--- src/rtl/serial_deserializer_pkg.sv ---
// serial_deserializer_pkg
// Shared definitions for the serial deserializer: the receive FSM state
// type and the default word width.
package serial_deserializer_pkg;

  // Default word width in bits (legal range 2..32).
  localparam int DEFAULT_N = 8;

  // Receive FSM: waiting for a frame start, or shifting in bits.
  typedef enum logic {
    IDLE = 1'b0,
    RECV = 1'b1
  } state_e;

endpackage

--- src/rtl/serial_deserializer_rx_bit_counter.sv ---
// serial_deserializer_rx_bit_counter
// Counts captured bits of the word being received.
// Ports:
//   clk  - clock, rising edge
//   rstn - asynchronous active-low reset, count forced to 0
//   clr  - synchronous clear to 0 (wins over inc)
//   inc  - advance by one captured bit; wraps to 0 after n-1
//   tc   - terminal count: the next captured bit completes the word
module serial_deserializer_rx_bit_counter
  import serial_deserializer_pkg::*;
#(
  parameter int n = DEFAULT_N
) (
  input  logic clk,
  input  logic rstn,
  input  logic clr,
  input  logic inc,
  output logic tc
);

  localparam int CW = $clog2(n);
  localparam logic [CW-1:0] LAST = CW'(n - 1);

  logic [CW-1:0] cnt_r;

  // Bit counter: clear has priority, never counts past n-1.
  always_ff @(posedge clk or negedge rstn) begin
    if (!rstn) begin
      cnt_r <= {CW{1'b0}};
    end else if (clr) begin
      cnt_r <= {CW{1'b0}};
    end else if (inc) begin
      if (cnt_r == LAST) begin
        cnt_r <= {CW{1'b0}};
      end else begin
        cnt_r <= cnt_r + CW'(1);
      end
    end else begin
      cnt_r <= cnt_r;
    end
  end

  assign tc = (cnt_r == LAST);

endmodule

--- src/rtl/serial_deserializer.sv ---
// serial_deserializer
// Collects LSB-first serial bits into n-bit words and hands them to a
// consumer through a one-entry valid/ready output buffer.
// Ports:
//   clk     - clock, rising edge
//   rstn    - asynchronous active-low reset
//   si      - serial data bit, captured when en=1 while receiving
//   en      - bit strobe
//   start   - begin a new word, discarding any partial word
//   dready  - consumer accepts dout when dvalid=1
//   clr_ovr - clear the sticky overrun flag
//   dout    - last completed word (registered)
//   dvalid  - dout holds an unconsumed word
//   busy    - receiving a word
//   overrun - sticky: a completed word was dropped because dout was full
module serial_deserializer
  import serial_deserializer_pkg::*;
#(
  parameter int n = DEFAULT_N
) (
  input  logic         clk,
  input  logic         rstn,
  input  logic         si,
  input  logic         en,
  input  logic         start,
  input  logic         dready,
  input  logic         clr_ovr,
  output logic [n-1:0] dout,
  output logic         dvalid,
  output logic         busy,
  output logic         overrun
);

  state_e       state_r;
  logic [n-1:0] sh_r;
  logic         in_recv_s;
  logic         tc_s;
  logic         complete_s;
  logic         shift_s;
  logic         drop_s;
  logic [n-1:0] word_s;

  assign in_recv_s = (state_r == RECV);
  // A word completes on the n-th captured bit even when start is also high;
  // otherwise start overrides the strobe and throws the partial word away.
  assign complete_s = in_recv_s & en & tc_s;
  assign shift_s    = in_recv_s & en & ~start;
  assign word_s     = {si, sh_r[n-1:1]};
  assign drop_s     = complete_s & dvalid & ~dready;

  serial_deserializer_rx_bit_counter #(.n(n)) u_cnt (
    .clk  (clk),
    .rstn (rstn),
    .clr  (start | complete_s),
    .inc  (in_recv_s & en),
    .tc   (tc_s)
  );

  // Receive FSM with registered busy flag.
  always_ff @(posedge clk or negedge rstn) begin
    if (!rstn) begin
      state_r <= IDLE;
      busy    <= 1'b0;
    end else begin
      case (state_r)
        IDLE: begin
          if (start) begin
            state_r <= RECV;
            busy    <= 1'b1;
          end else begin
            state_r <= IDLE;
            busy    <= 1'b0;
          end
        end
        RECV: begin
          if (complete_s && !start) begin
            state_r <= IDLE;
            busy    <= 1'b0;
          end else begin
            state_r <= RECV;
            busy    <= 1'b1;
          end
        end
        default: begin
          state_r <= IDLE;
          busy    <= 1'b0;
        end
      endcase
    end
  end

  // Shift register: right shift, new bit enters at the MSB.
  always_ff @(posedge clk or negedge rstn) begin
    if (!rstn) begin
      sh_r <= {n{1'b0}};
    end else if (shift_s) begin
      sh_r <= word_s;
    end else begin
      sh_r <= sh_r;
    end
  end

  // Output buffer: load on completion when empty or being drained,
  // otherwise drop the new word and flag the overrun.
  always_ff @(posedge clk or negedge rstn) begin
    if (!rstn) begin
      dout    <= {n{1'b0}};
      dvalid  <= 1'b0;
      overrun <= 1'b0;
    end else begin
      if (complete_s && !drop_s) begin
        dout   <= word_s;
        dvalid <= 1'b1;
      end else if (dvalid && dready && !complete_s) begin
        dout   <= dout;
        dvalid <= 1'b0;
      end else begin
        dout   <= dout;
        dvalid <= dvalid;
      end
      if (drop_s) begin
        overrun <= 1'b1;
      end else if (clr_ovr) begin
        overrun <= 1'b0;
      end else begin
        overrun <= overrun;
      end
    end
  end

endmodule

--- config.mk ---
export PLATFORM = sky130hd
export DESIGN_NAME = serial_deserializer
export DESIGN_NICKNAME = d
export VERILOG_FILES = /design/src/rtl/serial_deserializer_pkg.sv /design/src/rtl/serial_deserializer_rx_bit_counter.sv /design/src/rtl/serial_deserializer.sv
export SDC_FILE = /design/constraint.sdc
export NUM_CORES = 1
export LEC_CHECK = 0
export CORE_UTILIZATION = 41
export CTS_CLUSTER_SIZE = 10
export DETAILED_ROUTE_END_ITERATION = 16
export PLACE_DENSITY = 0.69
export SLEW_MARGIN = 20
export SYNTH_ARGS = -nofsm -noshare
export SYNTH_HDL_FRONTEND = slang
export SYNTH_SLANG_ARGS = --single-unit
--- constraint.sdc ---
create_clock -name clk -period 1.6 [get_ports clk]
set_input_delay 0.16 -clock clk [delete_from_list [all_inputs] [get_ports clk]]
set_output_delay 0.16 -clock clk [all_outputs]
set_load 0.01 [all_outputs]
After elaboration in Yosys (flattened, before gate mapping):

Index checks and enable logic that the tools add are counted.

* add/sub/neg operators: 1
* equal/unequal tests: 1
* muxes and demuxes: 10
* bitwise gates (word level): 9
* reduce and logical (&&, ||, !) cells: 10

Operators with widths (count)
* $mux 3: 3
* $mux 1: 6
* $reduce_bool 2->1: 3
* $and 1x1->1: 5
* $logic_and 1x1->1: 4
* $add 3x1->3 const B: 1
* $eq 3x3->1 const B: 1
* $logic_not 1->1: 3
* $not 1->1: 3
* $pmux 1 s2: 1
* $or 1x1->1: 1

* register bits: 22
* input port bits: 7

Logic depth before layout (Yosys ltp):

* depth in word-level cells: 7
* mapped depth: 6
* depth with buffers taken out: 5

Modules after synthesis:

Synthesis repeated with hierarchy kept, for this count alone.

* cells, all modules: 57
* area total of the unflattened synthesis: 914.6 um^2

Modules (own cells, without submodules)
* serial_deserializer: instances 1, cells each 45, area each 763.2 um^2, seq. area each 450.4 um^2
* serial_deserializer_rx_bit_counter: instances 1, cells each 12, area each 151.4 um^2, seq. area each 75.1 um^2

Worst setup path after synthesis:

No wires, ideal clock.

* path type: reg-to-reg
* start: register u_cnt.cnt_r[0]
* end: register dout[7]
* library setup time: 0.125 ns
* arrival: 1.404 ns
* required time: 1.475 ns
* slack: 0.072 ns
* cell stages (with the launch flop): 7
* path buffers: 1
* period minus slack after synthesis: 1.528 ns
* cells stage by stage: dfrtp_1 ha_1 ha_1 nand3_1 nor2b_1 buf_2 mux2_2

* cells in the longest elaborated chain, start to end: 6

RTL lines
* start: declaration: line serial_deserializer_rx_bit_counter.sv:24 `logic [CW-1:0] cnt_r;`
* start signal: assignment: line serial_deserializer_rx_bit_counter.sv:29 `cnt_r <= {CW{1'b0}};`
* start signal: assignment: line serial_deserializer_rx_bit_counter.sv:31 `cnt_r <= {CW{1'b0}};`
* start signal: assignment: line serial_deserializer_rx_bit_counter.sv:34 `cnt_r <= {CW{1'b0}};`
* $eq 3x3->1 (*): line serial_deserializer_rx_bit_counter.sv:43 `assign tc = (cnt_r == LAST);`
* $and 1x1->1 (*): line serial_deserializer.sv:46 `assign complete_s = in_recv_s & en & tc_s;`
* $and 1x1->1 (2 in a row): line serial_deserializer.sv:49 `assign drop_s = complete_s & dvalid & ~dready;`
* $logic_not 1->1: line serial_deserializer.sv:111 `if (complete_s && !drop_s) begin`
* $logic_and 1x1->1 (*): line serial_deserializer.sv:111
* end signal: assignment: line serial_deserializer.sv:112 `dout <= word_s;`
* end signal: assignment: line serial_deserializer.sv:115 `dout <= dout;`
* end signal: assignment: line serial_deserializer.sv:118 `dout <= dout;`
* end: declaration: line serial_deserializer.sv:28 `output logic [n-1:0] dout,`

Mark *: on every way between the ends. The rest lies on a longest branch, timed or not.
A chain may end at the register's enable or synchronous reset.

Worst setup path after layout:

Same ends and word-level chain as after synthesis.

==> out/results.tsv <==
metric	value	unit
status	complete, no violations	
worst skew pair latency	0.29	ns
syn nets	68	
CP Data Required Time	1.79	ns
cell total after placement	108	
Final ANT Viol Nets	0	
port bufs	17	
CP Capture Point	dout[7]$_DFFE_PN0P_	
clock root cell	clkbuf_4	
Compound-Gate Fraction of Synth Area	2.87	%
total clock sinks	21	
hold slack	0.196	ns
largest family of logic cells by synthesized area	multiplexers	
Yosys reg bits	21	
sequential-to-total area share from yosys stat	60.3	%
total track usage	13.9	%
RSZ-0062 raised after global routing	yes	
Hold Path Class	in -> async	
Post-synth top cells	21 x dfrtp_1, 8 x mux2_2, 7 x mux2_4, 4 x nand2_1	
routability cong.	0.748	
Worst EP arrival	1.70	ns
Critical path origin	u_cnt.cnt_r[0]$_DFFE_PN0P_	
asr flop ratio synth	100	%
layout cells sized above 1	37.2	%
first-pass GRT wire length	2150	um
kind of critical path	reg -> reg	
TNS Setup	0	ns
Synth Area in Simple Gates	8.05	%
Leak Pwr	0.554	nW
synth top area cells	dfrtp_1 60%, mux2_4 12%, mux2_2 10%	
largest area contributor in the netlist	dfrtp_1	
# setup viols final	0	
Post-Synth XOR/XNOR Area	0	%
worst reg2reg startpoint	u_cnt.cnt_r[0]$_DFFE_PN0P_	
max-slew headroom at the worst pin	72.7	%
mux contribution to synthesized area	23.6	%
Max Freq	660	MHz
Ys Warns	0	
Clock Skew	0.00551	ns
vias in the first global route	501	
chip height	48.1	um
largest net degree at the start of global routing	22	
ant diodes	0	
Nets	96	
top-area cell type share of the netlist area	60.3	%
Max Slew Vio Count	0	
Worst R2R Path Depth	6	
FP Rows	16	
Final min period	1.52	ns
Netlist cell types	19	
first-pass iteration count of the detailed router	3	
Setup WS post-layout	0.0840	ns
r2r setup slk	0.08	ns
DRC violations left	0	
TritonCTS clock tree	yes	
Worst VDD drop	0.614	mV
Cell Pwr Density	911	nW/um^2
Area Overhead vs Synth	36.2	%
fin crit share	94.7	%
Crit. End Element	flop	
max-cap violations	0	
DP Worst Slack	0.00672	ns
initial antenna violation count	0	
die area	2310	sq um
CTS clock-pin slew for the worst setup and hold paths	0.11	ns
Primary FF master, synth	dfrtp_1	
number of H-tree levels	1	
RR Endpoint	dout[7]$_DFFE_PN0P_	
Ports	18	
critical path fanouts, max	8	
width of the die	48.1	um
cell area after layout	1190	sq um
Post-Layout Cell Count	113	
placed cell areas	1110	sq um
Synth Area in Adders	2.87	%
final hold violations	0	
Starting Density	43.9	%
number of synthesized flops with an enable pin	0	
number of vias per cell	4.81	
via count	544	
Initial DRC Count	1	
Core Region	1980	sq um
DR WL/cell	12.6	um
count leader, synth	dfrtp_1	
GRT Residual Overflow	0	
Startpoint Class	flop	
final WL	1430	um
cell count after synthesis	59	
post-DP HPWL	1000	um
deepest clock path buffer count	2	
Inserted Clock Buffers	3	
synthesized cell area	871	sq um
Mapped Avg Cell Area	14.8	sq um
Worst-Margin Slew	0.410	ns
-- timing repair --
action / in CTS / in global routing
endpoints found under the hold margin: 0 / 0
hold buffers: 0 / 0
setup endpoints to repair: 0 / 8
buffers inserted: 0 / 1
resized for setup: 0 / 10
-- metrics by stage --
step                      power [mW]  utilization, %
after detailed placement       0.841            56.1
after global placement         0.831            56.1
after floorplan                0.773               -
final                           1.08            59.8
after CTS                       1.08            57.4
after global routing            1.13            59.8
-- critical path: stages, from the launching register on --
cell and delay [ns]:
dfrtp_1 0.39, ha_2 0.21, ha_4 0.14, nand3_2 0.07, nor2b_2 0.13, buf_6 0.15
mux2_2 0.33
-- worst min path at each step --
stage | from | to | slack (ns) | cells after the start
after floorplan | rstn | dout[0]$_DFFE_PN0P_ | -0.14 | 0
after global placement | dout[0]$_DFFE_PN0P_ | dout[0]$_DFFE_PN0P_ | 0.49 | 1
after detailed placement | dout[5]$_DFFE_PN0P_ | dout[5]$_DFFE_PN0P_ | 0.50 | 1
after CTS | rstn | sh_r[1]$_DFFE_PN0P_ | 0.20 | 2
after global routing | rstn | dout[2]$_DFFE_PN0P_ | 0.22 | 2
final | rstn | dout[3]$_DFFE_PN0P_ | 0.20 | 2
-- routing by layer --
metal | share of wire [%] | routed length, um | GRT usage [%] | vias to the layer above
li1 | - | - | - | 257
met1 | 48 | 689 | 19.7 | 275
met2 | 48 | 687 | 20.8 | 10
met3 | 2.8 | 40 | 3.40 | 2
met4 | 0.63 | 9 | 5.00 | 0
met5 | 0 | 0 | 0 | -
-- cells by family after synthesis --
logic type / count (synthesis)
buffers and inverters: 3
AO/OA/AOI/OAI: 4
multiplexers: 16
adder cells (fa/ha/maj): 2
AND/OR/NAND/NOR: 13
flip-flops: 21
-- flip-flops by register name, indices dropped and copies added, names as in the netlist --
| signal | flops |
|---|---|
| dout | 8 |
| sh_r | 7 |
| u_cnt.cnt_r | 3 |
| dvalid | 1 |
| in_recv_s | 1 |
| overrun | 1 |
-- power by group --
group | switching [mW] | internal [mW]
clock | 0.151 | 0.0969
sequential | 0.0594 | 0.604
combinational | 0.0461 | 0.124
total | 0.257 | 0.824
-- cell usage in the layout, fill, tap and decap left out, drive strengths merged --
cell	netlist	layout
nand2	5	5
inv	1	1
dfrtp	21	21
clkdlybuf4s50	0	17
clkbuf	0	4
nand2b	1	1
mux2i	1	1
mux2	15	15
ha	2	2
buf	2	8
nor2b	1	1
a21o	1	1
nor2	2	2
nand4b	2	2
nand3	1	1
or2	1	1
o22ai	1	1
a21oi	2	2
-- cell type report --
cell class	instances	area, sq um
fillers	154	796
flip-flops and latches	21	526
multi-input cells	35	363
repair buffers	25	234
well taps	27	33.8
clock buffers	4	26.3
inverters	1	3.75
No activity file was read; power rests on OpenSTA's default activity.
